$ cat src/rtl/regfile_wb_arbiter.sv
// -----------------------------------------------------------------------------
// regfile_wb_arbiter
//
// Shares the single register-file write port (A3/WD3/WE3) between the
// single-cycle primary writeback path and a long-latency secondary writeback
// source. Secondary writes are buffered in a small FIFO and drained into
// cycles the primary leaves free. A starvation limiter forces the FIFO head
// onto the port after STARVE_MAX consecutive blocked cycles. Two hazard query
// ports report whether a queued secondary write still targets a register.
//
// Ports:
//   CLK, RST            clock (rising edge), asynchronous active-low reset
//   p_valid/p_addr/p_data  primary write request
//   p_stall             primary not granted this cycle; hold the request
//   s_valid/s_addr/s_data  secondary write offer, accepted when s_ready
//   s_ready             FIFO not full
//   q1_addr/q2_addr     hazard query addresses
//   q1_busy/q2_busy     a queued secondary write targets the queried register
//   WE3/A3/WD3          register file write port
// -----------------------------------------------------------------------------
module regfile_wb_arbiter #(
    parameter int DEPTH      = 4,
    parameter int STARVE_MAX = 8
) (
    input  logic        CLK,
    input  logic        RST,
    input  logic        p_valid,
    input  logic [4:0]  p_addr,
    input  logic [31:0] p_data,
    output logic        p_stall,
    input  logic        s_valid,
    output logic        s_ready,
    input  logic [4:0]  s_addr,
    input  logic [31:0] s_data,
    input  logic [4:0]  q1_addr,
    input  logic [4:0]  q2_addr,
    output logic        q1_busy,
    output logic        q2_busy,
    output logic        WE3,
    output logic [4:0]  A3,
    output logic [31:0] WD3
);

    localparam int PW = $clog2(DEPTH);
    localparam int CW = PW + 1;
    localparam int SW = $clog2(STARVE_MAX + 1);
    localparam logic [CW-1:0] FULL_CNT   = CW'(DEPTH);
    localparam logic [SW-1:0] STARVE_LIM = SW'(STARVE_MAX);

    typedef enum logic [1:0] {
        GNT_IDLE  = 2'd0,
        GNT_PRI   = 2'd1,
        GNT_SEC   = 2'd2,
        GNT_FORCE = 2'd3
    } grant_t;

    // FIFO storage and bookkeeping
    logic [4:0]    r_fifo_addr [DEPTH];
    logic [31:0]   r_fifo_data [DEPTH];
    logic [PW-1:0] r_wptr;
    logic [PW-1:0] r_rptr;
    logic [CW-1:0] r_count;
    logic [SW-1:0] r_starve;

    grant_t           w_grant;
    logic             w_empty;
    logic             w_push;
    logic             w_pop;
    logic [DEPTH-1:0] w_valid;
    logic [4:0]       w_head_addr;
    logic [31:0]      w_head_data;

    assign w_empty     = (r_count == {CW{1'b0}});
    assign s_ready     = (r_count != FULL_CNT);
    // $zero writes complete the handshake but are never stored.
    assign w_push      = s_valid & s_ready & (s_addr != 5'd0);
    assign w_pop       = (w_grant == GNT_FORCE) | (w_grant == GNT_SEC);
    assign w_head_addr = r_fifo_addr[r_rptr];
    assign w_head_data = r_fifo_data[r_rptr];
    // A forced secondary write only stalls a primary request that would write.
    assign p_stall     = (w_grant == GNT_FORCE) & p_valid & (p_addr != 5'd0);

    // Grant selection: forced secondary, then primary, then idle-port drain.
    always_comb begin
        w_grant = GNT_IDLE;
        if (!RST) begin
            w_grant = GNT_IDLE;
        end else if (!w_empty && (r_starve == STARVE_LIM)) begin
            w_grant = GNT_FORCE;
        end else if (p_valid && (p_addr != 5'd0)) begin
            w_grant = GNT_PRI;
        end else if (!w_empty) begin
            w_grant = GNT_SEC;
        end else begin
            w_grant = GNT_IDLE;
        end
    end

    // Write port mux driven by the grant.
    always_comb begin
        WE3 = 1'b0;
        A3  = 5'd0;
        WD3 = 32'd0;
        case (w_grant)
            GNT_FORCE, GNT_SEC: begin
                WE3 = 1'b1;
                A3  = w_head_addr;
                WD3 = w_head_data;
            end
            GNT_PRI: begin
                WE3 = 1'b1;
                A3  = p_addr;
                WD3 = p_data;
            end
            default: begin
                WE3 = 1'b0;
                A3  = 5'd0;
                WD3 = 32'd0;
            end
        endcase
    end

    // Entry i is valid when its distance from the read pointer is below count.
    always_comb begin
        w_valid = '0;
        for (int i = 0; i < DEPTH; i++) begin
            w_valid[i] = ({1'b0, PW'(PW'(i) - r_rptr)} < r_count);
        end
    end

    // Hazard query over all valid entries, including a head being written now.
    always_comb begin
        q1_busy = 1'b0;
        q2_busy = 1'b0;
        for (int i = 0; i < DEPTH; i++) begin
            q1_busy = q1_busy | (w_valid[i] & (r_fifo_addr[i] == q1_addr));
            q2_busy = q2_busy | (w_valid[i] & (r_fifo_addr[i] == q2_addr));
        end
        q1_busy = q1_busy & (q1_addr != 5'd0);
        q2_busy = q2_busy & (q2_addr != 5'd0);
    end

    // FIFO payload write; contents are qualified by the pointers and count.
    always_ff @(posedge CLK) begin
        if (w_push) begin
            r_fifo_addr[r_wptr] <= s_addr;
            r_fifo_data[r_wptr] <= s_data;
        end
    end

    // Pointers and occupancy; a simultaneous push and pop leaves count unchanged.
    always_ff @(posedge CLK or negedge RST) begin
        if (!RST) begin
            r_wptr  <= '0;
            r_rptr  <= '0;
            r_count <= '0;
        end else begin
            if (w_push) begin
                r_wptr <= r_wptr + PW'(1);
            end
            if (w_pop) begin
                r_rptr <= r_rptr + PW'(1);
            end
            case ({w_push, w_pop})
                2'b10:   r_count <= r_count + CW'(1);
                2'b01:   r_count <= r_count - CW'(1);
                default: r_count <= r_count;
            endcase
        end
    end

    // Starvation counter: counts primary wins over a waiting head, saturating.
    always_ff @(posedge CLK or negedge RST) begin
        if (!RST) begin
            r_starve <= '0;
        end else if (w_empty || w_pop) begin
            r_starve <= '0;
        end else if ((w_grant == GNT_PRI) && (r_starve != STARVE_LIM)) begin
            r_starve <= r_starve + SW'(1);
        end
    end

endmodule

$ cat config.mk
export PLATFORM = sky130hd
export DESIGN_NAME = regfile_wb_arbiter
export DESIGN_NICKNAME = d
export VERILOG_FILES = /design/src/rtl/regfile_wb_arbiter.sv
export SDC_FILE = /design/constraint.sdc
export NUM_CORES = 1
export LEC_CHECK = 0
export BUFFER_PORTS_ARGS = -buffer_cell sky130_fd_sc_hd__buf_2
export CAP_MARGIN = 15
export CORE_MARGIN = 5
export CORE_UTILIZATION = 45
export CTS_CLUSTER_DIAMETER = 150
export DETAILED_ROUTE_END_ITERATION = 12
export GPL_TIMING_DRIVEN = 0
export PLACE_DENSITY = 0.69
export SLEW_MARGIN = 15
export SYNTH_ARGS = -nofsm -noshare
export SYNTH_HDL_FRONTEND = slang
export SYNTH_SLANG_ARGS = --single-unit
$ cat constraint.sdc
create_clock -name CLK -period 2.3 [get_ports CLK]
set_clock_uncertainty 0.05 [all_clocks]
set_input_delay 0.345 -clock CLK [delete_from_list [all_inputs] [get_ports CLK]]
set_output_delay 0.345 -clock CLK [all_outputs]
set_load 0.05 [all_outputs]
==> results.yml <==
logic_synthesis:
  synth_cell_types: 42
  synth-seq-cells: 159
  yosysWarnings: 0
  synth_edf_count: 148
  ys_seq_area_frac: 0.6619
  synth.top_cells.by_area: "edfxtp_1, mux4_2, a22o_1"
  synth_area_mm2: 0.007131
  synth_top_area_frac: 0.6233
  yosys-top-cells-count: "edfxtp_1, a22o_1, mux4_2"
  syn_area_per_cell_um2: 17.61
  synth_nets: 505
  synthArstFlopShare: 0.06918
  syn_inst: 405
  synth_top_area_cell: "edfxtp_1"
  synthFlopType: "edfxtp_1"
  synth_most_common_cell: "edfxtp_1"
timing:
  period_needed_ps: 2727
  period_share: 1.186
  layout_setup_ws_ps: -427.2
  rsz0062_at_grt: "true"
  hold_slack_ps: 93.72
  drv_slew: 0
  slew_headroom: 0.5868
  tightest_slew_ps: 619.8
  finalSetupViolCount: 40
  fmax_ghz: 0.3667
  hold_violations: 0
setup_path:
  slowest_delay_ps: 400
  r2r_start: "r_starve[0]"
  cp.required_ps: 1900
  crit_type: "flop to output port"
  arrival_ps: 2330
  crit_start: "r_rptr[1]"
  cp-start-kind: "flop"
  path_cells: "buf_12 > inv_1 > ha_1 > a21boi_0 > o21ba_2 > nor4_4 > nor4_1 > a21oi_2 > buf_6"
  path_max_fanout: 3
  crit_slowest_cell: "dfrtp_2"
  cp-end-kind: "output port"
power:
  vdd_drop_max_mv: 0.4749
  powerDensity_mw_per_mm2: 1220
  power.leakage_nw: 3.538
floorplanning:
  fp-row-count: 46
  initial_core_util: 0.4538
  die_h_um: 135.9
  die_w_um: 135.9
  die_area_mm2: 0.01846
  core_mm2: 0.01571
  ioPinCount: 130
clock_tree:
  clk_path_buf_depth: 2
  numCtsBuffers: 17
  cts.sinks: 159
  htree_levels: 4
  clk_pin_slew_ps: 60
  cts-root-buf: "clkbuf_16"
  tritoncts: "yes"
  insertion_delay_ps: 420
drt:
  ant_nets: 0
  drcViolationCount: 0
  wl_um: 17700
  drt_iter0_drc: 283
  wl_per_cell_um: 21.72
  viasPerCell: 5.404
  first_pass_iters: 4
  vias: 4404
final_layout:
  n_fill_cell: 1154
  multi_input_area_mm2: 0.002379
  drive_gt1_frac: 0.4774
  final_util: 0.6073
  finalNonFillerCells: 815
  fin_area_mm2: 0.009542
  layout.area.seq_mm2: 0.004723
  syn_to_final_growth_pct: 33.81
  nets: 684
grt:
  grt_max_degree: 38
  antenna_found_initial: 3
  grt_pass1_vias: 4710
  grt_usage: 0.1954
  grt_pass1_wl_um: 26570
  grt-ovfl-total: 0
placed_design:
  placed_area_mm2: 0.008068
  dp_slack_ps: -502.9
  io_buffers: 119
  hpwlAfterDp_um: 10840
  gp_congestion: 0.8159
  dp_cells: 740
worst_hold_path:
  hp-class: "input port to flop"
  hp-start: "s_data[21]"
run_status:
  violations: "setup timing"
  outcome: "finished with violations"
job:
  maxCapViolations: 0
registers in the layout (all words and copies together) (netlist names):
| register | count |
|---|---|
| r_starve | 4 |
| r_wptr | 2 |
| r_fifo_addr | 20 |
| r_rptr | 2 |
| r_count | 3 |
| r_fifo_data | 128 |
cell families after synthesis:
group / count (synthesis) / share of synthesized area
multiplexers: 38 / 0.1184
buffers and inverters: 40 / 0.02842
adder cells (fa/ha/maj): 12 / 0.02211
flip-flops: 159 / 0.6619
AND/OR/NAND/NOR: 54 / 0.04650
XOR/XNOR: 47 / 0.05984
AO/OA/AOI/OAI: 55 / 0.06282
layer usage:
metal | up-vias | GRT usage | wire length, µm
met2 | 144 | 0.3371 | 9272
li1 | 1972 | - | -
met4 | 0 | 0.08007 | 385
met3 | 30 | 0.03516 | 869
met5 | - | 0 | 0
met1 | 2258 | 0.2449 | 7173
worst max-delay path: cells and delay by family (launching register included):
kind | cells | cell delay [ps]
AOI/OAI and AO/OA | 3 | 490
adders and majority gates | 1 | 290
buffers and inverters | 3 | 320
DFF | 1 | 400
and+or+nand+nor | 2 | 420
area by class of cell:
| cell class | instances | share of cell area |
|---|---|---|
| Inverter | 12 | 0.004983 |
| Clock buffer | 19 | 0.04537 |
| Sequential cell | 159 | 0.4950 |
| Timing Repair Buffer | 162 | 0.1382 |
| Buffer | 26 | 0.02544 |
| Multi-Input combinational cell | 206 | 0.2493 |
| Clock inverter | 13 | 0.01285 |
| Antenna cell | 2 | 0.0005245 |
| Tap cell | 216 | 0.02832 |
stage by stage:
step                setup TNS (ps)  total power, mW
finish                      -12830            11.64
global route                -15920            12.18
CTS                         -12230            11.51
detailed placement          -57740            7.869
global placement            -56170            7.789
floorplan                   -366.6            6.870
layout by cell type, fill, tap and decap left out, types with 12 or more instances in the layout:
master / Yosys / routed
clkbuf_16: 0 / 18
buf_4: 4 / 27
edfxtp_1: 148 / 148
buf_2: 3 / 80
xnor2_1: 27 / 26
mux4_2: 37 / 37
xor2_1: 18 / 18
buf_6: 3 / 51
a22o_1: 37 / 37
clkbuf_1: 15 / 12
final timing paths:
path	end	slack, ps	depth (start not counted)
hold reg to reg	r_count[0]	520	1
max in group asynchronous	r_count[2]	1360	2
hold / removal	r_fifo_data[2][21]	90	1
setup reg to reg	r_count[2]	-110	12
setup / recovery	q2_busy	-430	9
min in group asynchronous	r_starve[1]	460	2
power by group:
part | internal, mW | switching [mW] | total (mW)
Sequential | 3.83 | 0.268 | 4.09
Clock | 1.58 | 1.07 | 2.65
Combinational | 2.36 | 2.54 | 4.90
Total | 7.77 | 3.88 | 11.6
timing repair:
| item | 4_1_cts | 5_1_grt |
|---|---|---|
| pin swaps | 10 | 17 |
| resized for setup | 113 | 38 |
| endpoints found under the hold margin | 11 | 0 |
| buffers inserted | 33 | 7 |
| endpoints found under the setup margin | 190 | 191 |
| hold buffers | 1 | 0 |
| cloned | 4 | 2 |
No activity file was read; power rests on OpenSTA's default activity.
